===== config.mk =====
export PLATFORM = sky130hd
export DESIGN_NAME = pipe_skid_reg
export DESIGN_NICKNAME = d
export VERILOG_FILES = /design/src/rtl/pipe_skid_reg.sv
export SDC_FILE = /design/constraint.sdc
export NUM_CORES = 1
export LEC_CHECK = 0
export CAP_MARGIN = 25
export CELL_PAD_IN_SITES_DETAIL_PLACEMENT = 1
export CELL_PAD_IN_SITES_GLOBAL_PLACEMENT = 2
export CORE_MARGIN = 2
export CORE_UTILIZATION = 30
export CTS_BUF_LIST = sky130_fd_sc_hd__clkbuf_8
export CTS_CLUSTER_DIAMETER = 40
export DETAILED_ROUTE_END_ITERATION = 8
export MAX_ROUTING_LAYER = met4
export PLACE_DENSITY = 0.9
export SLEW_MARGIN = 20
export SYNTH_ARGS = -nofsm -noshare
export SYNTH_HDL_FRONTEND = slang
export SYNTH_SLANG_ARGS = --single-unit

===== constraint.sdc =====
create_clock -name clk -period 2.5 [get_ports clk]
set_input_delay 0.625 -clock clk [delete_from_list [all_inputs] [get_ports clk]]
set_output_delay 0.625 -clock clk [all_outputs]
set_load 0.01 [all_outputs]

===== src/rtl/pipe_skid_reg.sv =====
// Pipeline-stage register with valid/ready handshake, one-entry skid buffer and flush.
// in_ready and out_valid come straight from flops, so in_ready never depends on out_ready.
module pipe_skid_reg #(
  parameter int WIDTH      = 32,
  parameter bit CLEAR_DATA = 1'b1,
  parameter int CNT_W      = 16
) (
  input  logic             clk,
  input  logic             rst,
  input  logic             flush,
  input  logic             in_valid,
  output logic             in_ready,
  input  logic [WIDTH-1:0] in_data,
  output logic             out_valid,
  input  logic             out_ready,
  output logic [WIDTH-1:0] out_data,
  output logic [1:0]       occupancy,
  output logic [CNT_W-1:0] stall_cnt
);

  typedef enum logic [1:0] {
    EMPTY = 2'd0,
    HALF  = 2'd1,
    FULL  = 2'd2
  } occ_e;

  localparam logic [CNT_W-1:0] CNT_MAX = '1;

  occ_e             state, state_nxt;
  logic             main_valid, skid_valid;
  logic [WIDTH-1:0] main_data, skid_data;
  logic [WIDTH-1:0] main_nxt, skid_nxt;
  logic             in_fire, out_fire;

  assign in_fire   = in_valid & in_ready;
  assign out_fire  = main_valid & out_ready;
  assign in_ready  = ~skid_valid;
  assign out_valid = main_valid;
  assign out_data  = main_data;
  assign occupancy = state;

  // Valid flags are kept as their own flops (decoded from the next state) so the
  // handshake outputs carry no combinational logic.
  always_ff @(posedge clk) begin
    if (rst) begin
      state      <= EMPTY;
      main_valid <= 1'b0;
      skid_valid <= 1'b0;
    end else begin
      state      <= state_nxt;
      main_valid <= (state_nxt != EMPTY);
      skid_valid <= (state_nxt == FULL);
    end
  end

  always_comb begin
    state_nxt = state;
    if (flush) begin
      state_nxt = EMPTY;
    end else begin
      case (state)
        EMPTY: if (in_fire) state_nxt = HALF;
        HALF: begin
          if (in_fire && !out_fire)
            state_nxt = FULL;
          else if (out_fire && !in_fire)
            state_nxt = EMPTY;
        end
        FULL:    if (out_fire) state_nxt = HALF;
        default: state_nxt = EMPTY;
      endcase
    end
  end

  // Payload steering; with CLEAR_DATA an entry that empties is zeroed so bubbles read 0.
  always_comb begin
    main_nxt = main_data;
    skid_nxt = skid_data;
    if (flush) begin
      if (CLEAR_DATA) begin
        main_nxt = '0;
        skid_nxt = '0;
      end
    end else begin
      case (state)
        EMPTY: if (in_fire) main_nxt = in_data;
        HALF: begin
          if (out_fire) begin
            if (in_fire)
              main_nxt = in_data;
            else if (CLEAR_DATA)
              main_nxt = '0;
          end else if (in_fire) begin
            skid_nxt = in_data;
          end
        end
        FULL: begin
          if (out_fire) begin
            main_nxt = skid_data;
            if (CLEAR_DATA)
              skid_nxt = '0;
          end
        end
        default: begin
          if (CLEAR_DATA) begin
            main_nxt = '0;
            skid_nxt = '0;
          end
        end
      endcase
    end
  end

  always_ff @(posedge clk) begin
    if (rst) begin
      if (CLEAR_DATA) begin
        main_data <= '0;
        skid_data <= '0;
      end
    end else begin
      main_data <= main_nxt;
      skid_data <= skid_nxt;
    end
  end

  // Back-pressure counter keeps running through flush; only reset clears it.
  always_ff @(posedge clk) begin
    if (rst)
      stall_cnt <= '0;
    else if (main_valid && !out_ready && stall_cnt != CNT_MAX)
      stall_cnt <= stall_cnt + CNT_W'(1);
  end

endmodule


# Word-level counts from Yosys, hierarchy flattened
# Cells that the tools add are included.
[op_classes]
addsub = 1
n_eq_ne = 9
mux = 14
n_bitwise = 4
n_reduce_logical = 12
[ops]
columns = ["cell", "count"]
rows = [
  ["32-bit two-way mux", 6],
  ["32-bit case mux with 3 select lines", 2],
  ["16-bit by 1-bit adder with 16-bit output (second input constant)", 1],
  ["16-bit != test (second input constant)", 1],
  ["2-bit two-way mux", 5],
  ["2-bit != test (second input constant)", 5],
  ["2-bit case mux with 3 select lines", 1],
  ["2-bit equality test (second input constant)", 2],
  ["1-bit logical AND", 4],
  ["4-bit AND reduction", 1],
  ["1-bit zero test", 3],
  ["3-bit AND reduction", 1],
  ["1-bit bitwise AND", 2],
  ["2-bit by 1-bit equality test with 1-bit output (second input constant)", 1],
  ["2-bit zero test", 1],
  ["1-bit NOT", 2],
  ["2-bit nonzero test", 1],
  ["2-bit OR reduction", 1],
]
[word_totals]
register_bits = 84
input_bits = 37
output_inout_bits = 52
wordCells = 46

# Longest topological paths before layout
# Gate-level depths: netlist of the first run.
[logic_depth]
ltp_word = 9
ltp_mapped = 6

# Least setup slack after synthesis of the first run
# OpenSTA, ideal clock, no wires.
[synth_path]
kind = "in2reg"
from = "input out_ready"
to = "register stall_cnt[15]"
setup_time_ns = 0.070
t_arrival_ns = 2.002
t_required_ns = 2.430
slack_ns = 0.428
stages = 4
n_path_buf = 0
path_cell_list = "and4b_1 -> or4b_4 -> or4_1 -> a21oi_1"
[synth_via]
elab_chain_cells = 3
[synth_lines]
columns = ["item", "line", "rtl"]
rows = [
  ["from (decl)", "15", "input logic out_ready,"],
  ["1-bit zero test", "130", "else if (main_valid && !out_ready && stall_cnt != CNT_MAX)"],
  ["1-bit logical AND (2 in series)", "130", ""],
  ["to (signal assigned)", "131", "stall_cnt <= stall_cnt + CNT_W'(1);"],
  ["to (decl)", "18", "output logic [CNT_W-1:0] stall_cnt"],
]
# Every way passes these cells.
# A chain may end at the register's enable or synchronous reset.

# Worst setup path after layout of the first run
# Ends and elaborated chain as after synthesis.

==> results of run 1 <==
cells by family (layout without fill, tap and decap cells):
group                    after synthesis  in the layout  share of synthesized area
AO/OA/AOI/OAI                        192            192                      0.261
XOR/XNOR                               1              1                    0.00213
adder cells (fa/ha/maj)                1              1                    0.00304
buffers and inverters                 81            160                     0.0739
flip-flops                            84             84                      0.409
multiplexers                           5              5                     0.0128
AND/OR/NAND/NOR                      163            163                      0.239
report_power, final:
part | internal [uW] | switching [uW] | leakage, uW
clock | 653 | 502 | 0.000126
sequential | 1360 | 17.6 | 0.000681
combinational | 175 | 222 | 0.00106
layout make-up:
cell class / instances / area (sq um) / area share
sequential: 84 / 1680 / 0.306
clock inverter: 7 / 108 / 0.0196
inverter: 33 / 124 / 0.0225
tap: 176 / 220 / 0.0400
timing repair buffer: 111 / 1080 / 0.196
multi-input combinational: 362 / 2160 / 0.393
clock buffer: 9 / 124 / 0.0225
state kept, by name (all words and copies together) (netlist names):
signal,flops
skid_data,32
occupancy,2
out_data,32
out_valid,1
skid_valid,1
stall_cnt,16
layer usage:
metal / GRT usage / wire length (microns)
met1: 0.225 / 5810
met2: 0.302 / 6180
met3: 0.0254 / 458
met4: 0.0705 / 227
met5: - / 0
synthesized netlist by cell type:
| cell type | count |
|---|---|
| nor3_1 | 3 |
| nor3b_1 | 1 |
| buf_1 | 4 |
| nand4_1 | 4 |
| a22o_1 | 1 |
| a211oi_1 | 32 |
| xor2_1 | 1 |
| nand3b_1 | 1 |
| or4_1 | 5 |
| nand4_2 | 1 |
| and4b_1 | 1 |
| or4b_4 | 1 |
| a21oi_1 | 79 |
| nand4b_1 | 32 |
| clkbuf_1 | 44 |
| nand2b_1 | 3 |
| a31oi_1 | 1 |
| or3_1 | 7 |
| nand2_1 | 44 |
| o31ai_1 | 6 |
| ha_1 | 1 |
| and4_1 | 1 |
| mux2_2 | 2 |
| inv_1 | 33 |
| nor2b_1 | 5 |
| o21a_1 | 2 |
| nor2_1 | 11 |
| o21ai_0 | 69 |
| a221oi_1 | 1 |
| nor4_1 | 3 |
| o21bai_1 | 1 |
| and2_1 | 34 |
| nand3_1 | 5 |
| mux2i_1 | 3 |
| or2_2 | 1 |
| dfxtp_1 | 84 |
critical path, delay by kind of cell:
kind	cells	cell delay, ns
simple gates	3	1.23
buf+inv	1	0.45
compound gates	1	0.15
worst paths after layout:
kind / slack [ns] / cells past startpoint / endpoint
max reg2reg: 0.57 / 4 / stall_cnt[15]
min: 0.46 / 2 / out_data[1]
min reg2reg: 0.46 / 2 / out_data[1]
max: 0.35 / 5 / stall_cnt[15]
metrics by stage:
step / TNS [ns] / cells / cell area, sq um
floorplan: 0 / 527 / 4110
global placement: -2.39 / 766 / 5270
detailed placement: -0.0726 / 766 / 5270
CTS: 0 / 782 / 5500
global route: 0 / 782 / 5500
finish: 0 / 782 / 5500
==> impl_metrics.json, run 1 <==
{
  "firstDrtPassIters": 4,
  "cap_violations": 0,
  "nets": 639,
  "gr-total-overflow": 0,
  "p_per_area_nw_per_um2": 533,
  "worstPathCellList": "clkdlybuf4s50_1 > and4b_1 > or4b_4 > or4_1 > a21oi_1",
  "core_area_sq_um": 13300,
  "cts.sinks": 84,
  "finalWorstSetupSlack_ns": 0.346,
  "relSlewSlack": 0.502,
  "drt-wirelength-per-cell_microns": 16.2,
  "skew_ns": 0.00953,
  "final_common_cell": "clkdlybuf4s50_1",
  "slew_viol_final": 0,
  "crit_start": "out_ready",
  "grt_usage": 0.182,
  "syn_inst": 527,
  "synthDistinctLibCells": 36,
  "power_uw": 2930,
  "path_max_fanout": 4,
  "hp-start": "out_data[1]",
  "dpl_worst_slack_ns": -0.0624,
  "endpoint_kind": "flop",
  "cp.arrival_ns": 2.46,
  "r2r-start": "stall_cnt[3]",
  "ant_nets": 0,
  "nFillCells": 1563,
  "die_h_microns": 121,
  "post_cts_buffers": 0,
  "worst-setup-path-type": "primary input to flop",
  "portBuffers": 88,
  "drt_iter0_markers": 174,
  "yosys-top-cells-area": "dfxtp_1 (41%), a21oi_1 (9.6%), o21ai_0 (8.4%)",
  "synthesis.nets": 565,
  "grt_pass1_vias": 4095,
  "num_rows": 42,
  "fin_crit_sh": 0.862,
  "crit_path_start_kind": "primary input",
  "antenna_found_initial": 0,
  "period_minus_slack_ns": 2.15,
  "post-route-drc-count": 0,
  "hpwl_microns": 8610,
  "ys_seq_elements": 84,
  "report.final.setup_viol": 0,
  "clk_pin_slew_worst_paths_ns": 0.08,
  "worst_path_largest_cell_delay_ns": 0.48,
  "final_core_util": 0.414,
  "fmax_mhz": 464,
  "grt_max_degree": 46,
  "cts_tree": "yes",
  "grt_first_pass_wirelength_microns": 20600,
  "grt_setup_unrepaired": "no",
  "ioPinCount": 89,
  "drive_above_1_share": 0.0825,
  "cts_root_buffer": "clkbuf_8",
  "synth.yosys.seq_area_share": 0.409,
  "synth_top_area_cell": "dfxtp_1",
  "holdWs_ns": 0.456,
  "ctsResizeCount": 0,
  "final_cell_mix": "clkdlybuf4s50_1 (88), dfxtp_1 (82), a21oi_1 (78)",
  "ir_worst_vdd_v": 0.000207,
  "syn_area_sq_um": 4110,
  "yosys_warnings": 0,
  "worst_slew_pin_slew_ns": 0.742,
  "clock_latency_ns": 0.38,
  "final_hold_viol_count": 0,
  "die_area_sq_um": 14700,
  "place_congestion": 0.774,
  "slowest_stage": "or4b_4",
  "leakagePower_uw": 0.00186,
  "required_ns": 2.81,
  "synth_top_area_frac": 0.409,
  "via_count": 4076,
  "areaGrowthSynthToFinish_pct": 33.8,
  "antenna_cells": 0,
  "wl_microns": 12700,
  "cts_max_level": 3,
  "hold_path.class": "flop to flop",
  "cts_hold_buffers": 0,
  "start_util": 0.309,
  "synth_area_per_cell_sq_um": 7.80,
  "die-width_microns": 121,
  "status": "complete, no violations",
  "clock_path_buffers": 2,
  "cts_inserted_buffers": 9,
  "avgViaCountPerCell": 5.21
}
Note: power is estimated with default switching activity, not from simulation.
==> run 2, diff against run 1 <==
--- a/config.mk
+++ b/config.mk
@@ -5,16 +5,17 @@
 export SDC_FILE = /design/constraint.sdc
 export NUM_CORES = 1
 export LEC_CHECK = 0
+export ABC_AREA = 1
 export CAP_MARGIN = 25
 export CELL_PAD_IN_SITES_DETAIL_PLACEMENT = 1
 export CELL_PAD_IN_SITES_GLOBAL_PLACEMENT = 2
 export CORE_MARGIN = 2
-export CORE_UTILIZATION = 30
+export CORE_UTILIZATION = 27
 export CTS_BUF_LIST = sky130_fd_sc_hd__clkbuf_8
 export CTS_CLUSTER_DIAMETER = 40
 export DETAILED_ROUTE_END_ITERATION = 8
 export MAX_ROUTING_LAYER = met4
-export PLACE_DENSITY = 0.9
+export PLACE_DENSITY = 0.89
 export SLEW_MARGIN = 20
 export SYNTH_ARGS = -nofsm -noshare
 export SYNTH_HDL_FRONTEND = slang
==> run 2 against run 1 <==
  * Combinational power decreased by 10%
  * Core utilization decreased by 4.5 points
  * Synthesized area down 7.8%
  * Critical path type is now flop to primary output
  * Cell count up 7.4%
==> impl_metrics.json, run 2 <==
{
  "yosys_warnings": 0,
  "synthDistinctLibCells": 25,
  "cts.sinks": 84,
  "worstPathCellList": "clkdlybuf4s50_1",
  "yosys-top-cells-area": "dfxtp_1 (44%), nand2_1 (22%), a21oi_1 (10%)",
  "nFillCells": 1777,
  "ioPinCount": 89,
  "cap_violations": 0,
  "antenna_cells": 0,
  "regArea_sq_um": 1680,
  "p_per_area_nw_per_um2": 536,
  "endpoint_kind": "primary output",
  "top_usage_layer": "met2",
  "fin_crit_sh": 0.823,
  "grt_pass1_vias": 4242,
  "final_cell_mix": "nand2_1 (227), clkdlybuf4s50_1 (88), dfxtp_1 (84)",
  "skew_ns": 0.00823,
  "ir_worst_vdd_v": 0.000262,
  "synth_edf_count": 0,
  "synthesis.nets": 606,
  "gr-usage-met3": 0.0335,
  "r2r_slack_ns": 0.73,
  "worst_path_largest_cell_delay_ns": 0.59,
  "clock_latency_ns": 0.36,
  "final_hold_viol_count": 0,
  "slew_viol_final": 0,
  "crit_start": "stall_cnt[0]",
  "grt_first_pass_wirelength_microns": 20300,
  "synthMostInstantiatedCell": "nand2_1",
  "via_count": 3962,
  "ctsResizeCount": 0,
  "synth_area_per_cell_sq_um": 6.67,
  "report.final.setup_viol": 0,
  "worst_slew_pin_slew_ns": 0.418,
  "synth_top_area_frac": 0.444,
  "cts_root_buffer": "clkbuf_8",
  "setup-tns-final_ns": 0,
  "num_rows": 43,
  "synthTopCellsByCount": "nand2_1 (227), dfxtp_1 (84), a21oi_1 (76)",
  "die_area_sq_um": 15000,
  "cts_hold_buffers": 0,
  "required_ns": 1.88,
  "wl_microns": 12000,
  "firstDrtPassIters": 4,
  "syn_inst": 568,
  "fmax_mhz": 486,
  "relSlewSlack": 0.721,
  "post-route-drc-count": 0,
  "reg2reg_to": "skid_data[15]",
  "synth.yosys.seq_area_share": 0.444,
  "syn_area_sq_um": 3790,
  "worst-setup-path-type": "flop to primary output",
  "cts_tree": "yes",
  "start_util": 0.275,
  "place_congestion": 0.810,
  "slowest_stage": "clkdlybuf4s50_1",
  "grt_usage": 0.176,
  "crit_path_start_kind": "flop",
  "synthArstFlopShare": 0,
  "ys_seq_elements": 84,
  "nets": 693,
  "setup.worst_path.end": "stall_cnt[0]",
  "core_area_sq_um": 13800,
  "hpwl_microns": 8650,
  "ys.flop_type": "dfxtp_1",
  "final_common_cell": "nand2_1",
  "clock_path_buffers": 2,
  "leakagePower_uw": 0.00197,
  "status": "complete, no violations",
  "drive_above_1_share": 0.0606,
  "die-width_microns": 122,
  "multiInputGateArea_sq_um": 1820,
  "drt_iter0_markers": 203,
  "min_path_cells": 2,
  "cts_inserted_buffers": 9,
  "period_minus_slack_ns": 2.06,
  "gr-total-overflow": 0,
  "reg2reg_depth": 6,
  "holdWs_ns": 0.452,
  "use_met1": 0.221,
  "worstSetupPathDepth": 1,
  "antenna_found_initial": 0,
  "clk_pin_slew_worst_paths_ns": 0.09,
  "cp_top_family": "buffers and inverters",
  "path_buf_inv": 1,
  "grt_max_degree": 33,
  "post_cts_buffers": 0,
  "hold_path.class": "flop to flop",
  "grt_setup_unrepaired": "no",
  "met2_usage": 0.285,
  "avgViaCountPerCell": 4.72,
  "synth_top_area_cell": "dfxtp_1",
  "r2r-start": "occupancy[1]",
  "path_max_fanout": 7,
  "cp.arrival_ns": 1.43,
  "cts_max_level": 3,
  "portBuffers": 88,
  "drt-wirelength-per-cell_microns": 14.3,
  "die_h_microns": 122,
  "ant_nets": 0,
  "areaGrowthSynthToFinish_pct": 33.9
}
==> run 2: cell types whose count changed in the layout (fill, tap and decap cells not counted), sizes merged, moves of 5 or more <==
cell,before,now
or4,5,0
nand4b,32,0
and2,34,0
nor2,11,45
nand2,44,228
buf,23,16
nand3,5,26
o31ai,6,0
a211oi,32,0
o21ai,69,27
nor2b,5,0
or3,7,0
==> run 2: through the flow <==
step | setup slack, ns | cell area [sq um] | std cells | total power, uW | utilization
global route | 0.374 | 5080 | 840 | 2860 | 0.369
global placement | 0.351 | 4890 | 824 | 1770 | 0.355
floorplan | 0.978 | 3790 | 568 | 1600 | -
detailed placement | 0.218 | 4890 | 824 | 1780 | 0.355
CTS | 0.421 | 5080 | 840 | 2770 | 0.369
finish | 0.443 | 5080 | 840 | 2720 | 0.369
==> run 2: layer usage <==
| metal | part of all wire | up-vias |
|---|---|---|
| li1 | - | 1978 |
| met1 | 0.47 | 1889 |
| met2 | 0.47 | 77 |
| met3 | 0.039 | 18 |
| met4 | 0.015 | 0 |
| met5 | 0 | - |
==> run 2: worst min path at each step <==
stage | start | endpoint | slack [ns]
finish | skid_data[5] | skid_data[5] | 0.45
global route | skid_data[13] | skid_data[13] | 0.48
CTS | skid_data[5] | skid_data[5] | 0.46
detailed placement | skid_data[5] | skid_data[5] | 0.44
global placement | skid_data[13] | skid_data[13] | 0.43
floorplan | skid_data[11] | skid_data[11] | 0.42
==> run 2: where the power goes <==
part	total [uW]	switching, uW	leakage (uW)	internal (uW)
logic	356	199	0.00119	157
registers	1380	19.0	0.000680	1370
clock network	982	524	0.0000968	458
==> run 2: cell type report <==
type,count,share of cell area
flip-flops and latches,84,0.331
inverters,36,0.0266
multi-input cells,420,0.358
clock buffers,9,0.0244
well taps,180,0.0444
clock inverters,7,0.0133
repair buffers,104,0.202
==> run 2: cell families (layout without fill, tap and decap cells) <==
group,Yosys count,count (layout),synth area share
flip-flops,84,84,0.444
buffers and inverters,64,156,0.0779
AO/OA/AOI/OAI,103,103,0.137
AND/OR/NAND/NOR,310,310,0.324
adder cells (fa/ha/maj),1,1,0.00330
XOR/XNOR,6,6,0.0139
==> run 3, diff against run 2 <==
==> constraint.sdc (replaced) <==
create_clock -name clk -period 1.9 [get_ports clk]
set_input_delay 0.475 -clock clk [delete_from_list [all_inputs] [get_ports clk]]
set_output_delay 0.475 -clock clk [all_outputs]
set_load 0.01 [all_outputs]
==> run 3 against run 2 <==
  * Cell count up 0.95%
  * Hold slack gained 0.0059 ns
  * Count of clock-buffer cells in the layout up 1
  * First-iteration DRC count down 2.5%
  * Routed wire length grew 2.4%
  * Clock skew fell by 0.0024 ns
  * Critical path depth is the same
  * Flip-flop and latch count unchanged
  * Largest cell class unchanged
  * Highest routed layer unchanged
==> impl_metrics.json, run 3 (synthesized netlist as in run 2, its figures left out) <==
{
  "status": "complete, no violations",
  "path_buf_inv": 1,
  "fmax_mhz": 541,
  "path_max_fanout": 5,
  "worst_slew_pin_slew_ns": 0.318,
  "num_rows": 43,
  "holdPathEnd": "skid_data[5]",
  "die_area_sq_um": 15000,
  "grt_usage": 0.177,
  "report.final.setup_viol": 0,
  "final_hold_viol_count": 0,
  "die_h_microns": 122,
  "cts_max_level": 3,
  "ioPinCount": 89,
  "grt_first_pass_wirelength_microns": 20200,
  "setup-tns-final_ns": 0,
  "leakagePower_uw": 0.00207,
  "cts_inserted_buffers": 9,
  "drt_iter0_markers": 198,
  "clk_pin_slew_worst_paths_ns": 0.08,
  "clock_latency_ns": 0.38,
  "dpl_worst_slack_ns": -0.0916,
  "die-width_microns": 122,
  "ant_nets": 0,
  "antenna_found_initial": 0,
  "holdWs_ns": 0.458,
  "final_common_cell": "nand2_1",
  "cts_hold_buffers": 0,
  "grt_setup_unrepaired": "no",
  "min_path_cells": 2,
  "via_count": 4048,
  "worstPathCellList": "clkdlybuf4s50_1",
  "slew_viol_final": 0,
  "firstDrtPassIters": 5,
  "drt-wirelength-per-cell_microns": 14.5,
  "cap_violations": 0,
  "endpoint_kind": "primary output",
  "avgViaCountPerCell": 4.77,
  "core_area_sq_um": 13800,
  "cp_top_family": "buffers and inverters",
  "required_ns": 1.42,
  "post_cts_buffers": 0,
  "reg2reg_to": "out_data[22]",
  "fin_crit_sh": 0.973,
  "gr-total-overflow": 0,
  "grt_max_degree": 30,
  "clock_path_buffers": 2,
  "drive_above_1_share": 0.0883,
  "portBuffers": 88,
  "hp-start": "skid_data[5]",
  "r2r_slack_ns": 0.35,
  "r2r-start": "occupancy[1]",
  "finalWorstSetupSlack_ns": 0.0514,
  "worst-setup-path-type": "flop to primary output",
  "place_congestion": 0.774,
  "cp.arrival_ns": 1.37,
  "crit_path_start_kind": "flop",
  "hold_path.class": "flop to flop",
  "hpwl_microns": 8780,
  "areaGrowthSynthToFinish_pct": 37.0,
  "cts_tree": "yes",
  "antenna_cells": 0,
  "skew_ns": 0.00588,
  "start_util": 0.275,
  "final_cell_mix": "nand2_1 (227), clkdlybuf4s50_1 (85), a21oi_1 (76)",
  "wl_microns": 12300,
  "ir_worst_vdd_v": 0.000292,
  "relSlewSlack": 0.787,
  "period_minus_slack_ns": 1.85,
  "post-route-drc-count": 0,
  "grt_pass1_vias": 4176,
  "worst_path_largest_cell_delay_ns": 0.57,
  "cts.sinks": 84,
  "nets": 701,
  "slowest_stage": "clkdlybuf4s50_1",
  "p_per_area_nw_per_um2": 672,
  "reg2reg_depth": 9,
  "cts_root_buffer": "clkbuf_8"
}
-- run 3: worst max-delay path by stage --
stage                             start       endpoint  slack, ns  cells after the start
after global placement        out_ready  skid_data[23]      -0.04                      8
after detailed placement      out_ready  skid_data[11]      -0.09                      7
after CTS                 stall_cnt[14]  stall_cnt[14]     0.0005                      1
after floorplan            stall_cnt[0]  stall_cnt[10]       0.38                      9
final                      stall_cnt[4]   stall_cnt[4]       0.05                      1
after global routing       stall_cnt[8]   stall_cnt[8]      0.003                      1
-- run 3: per-stage QoR --
stage	std cells	power [uW]	area, sq um	utilization
floorplan	568	2100	3790	-
global placement	832	2360	5010	0.364
detailed placement	832	2380	5010	0.364
CTS	848	3550	5180	0.376
global route	848	3670	5190	0.377
finish	848	3490	5190	0.377
-- run 3: layout make-up --
type / count / area, sq um
fill: 1767 / 8580
multi-input combinational: 420 / 1820
sequential: 84 / 1700
timing repair buffer: 112 / 1150
tap: 180 / 225
clock buffer: 10 / 138
inverter: 36 / 135
clock inverter: 6 / 31.3
-- run 3: power breakdown --
| part | switching (uW) | internal [uW] |
|---|---|---|
| registers | 23.3 | 1800 |
| clock network | 668 | 497 |
| logic | 274 | 232 |
| total | 965 | 2530 |
-- run 3: routing by layer --
metal / global-route usage / part of all wire
met5: - / 0
met4: 0.0603 / 0.014
met3: 0.0335 / 0.036
met2: 0.296 / 0.49
met1: 0.214 / 0.46
-- run 3: timing repair --
action                     4_1_cts  5_1_grt
resized for setup                6        8
setup endpoints to repair        6        8
cloned                           0        0
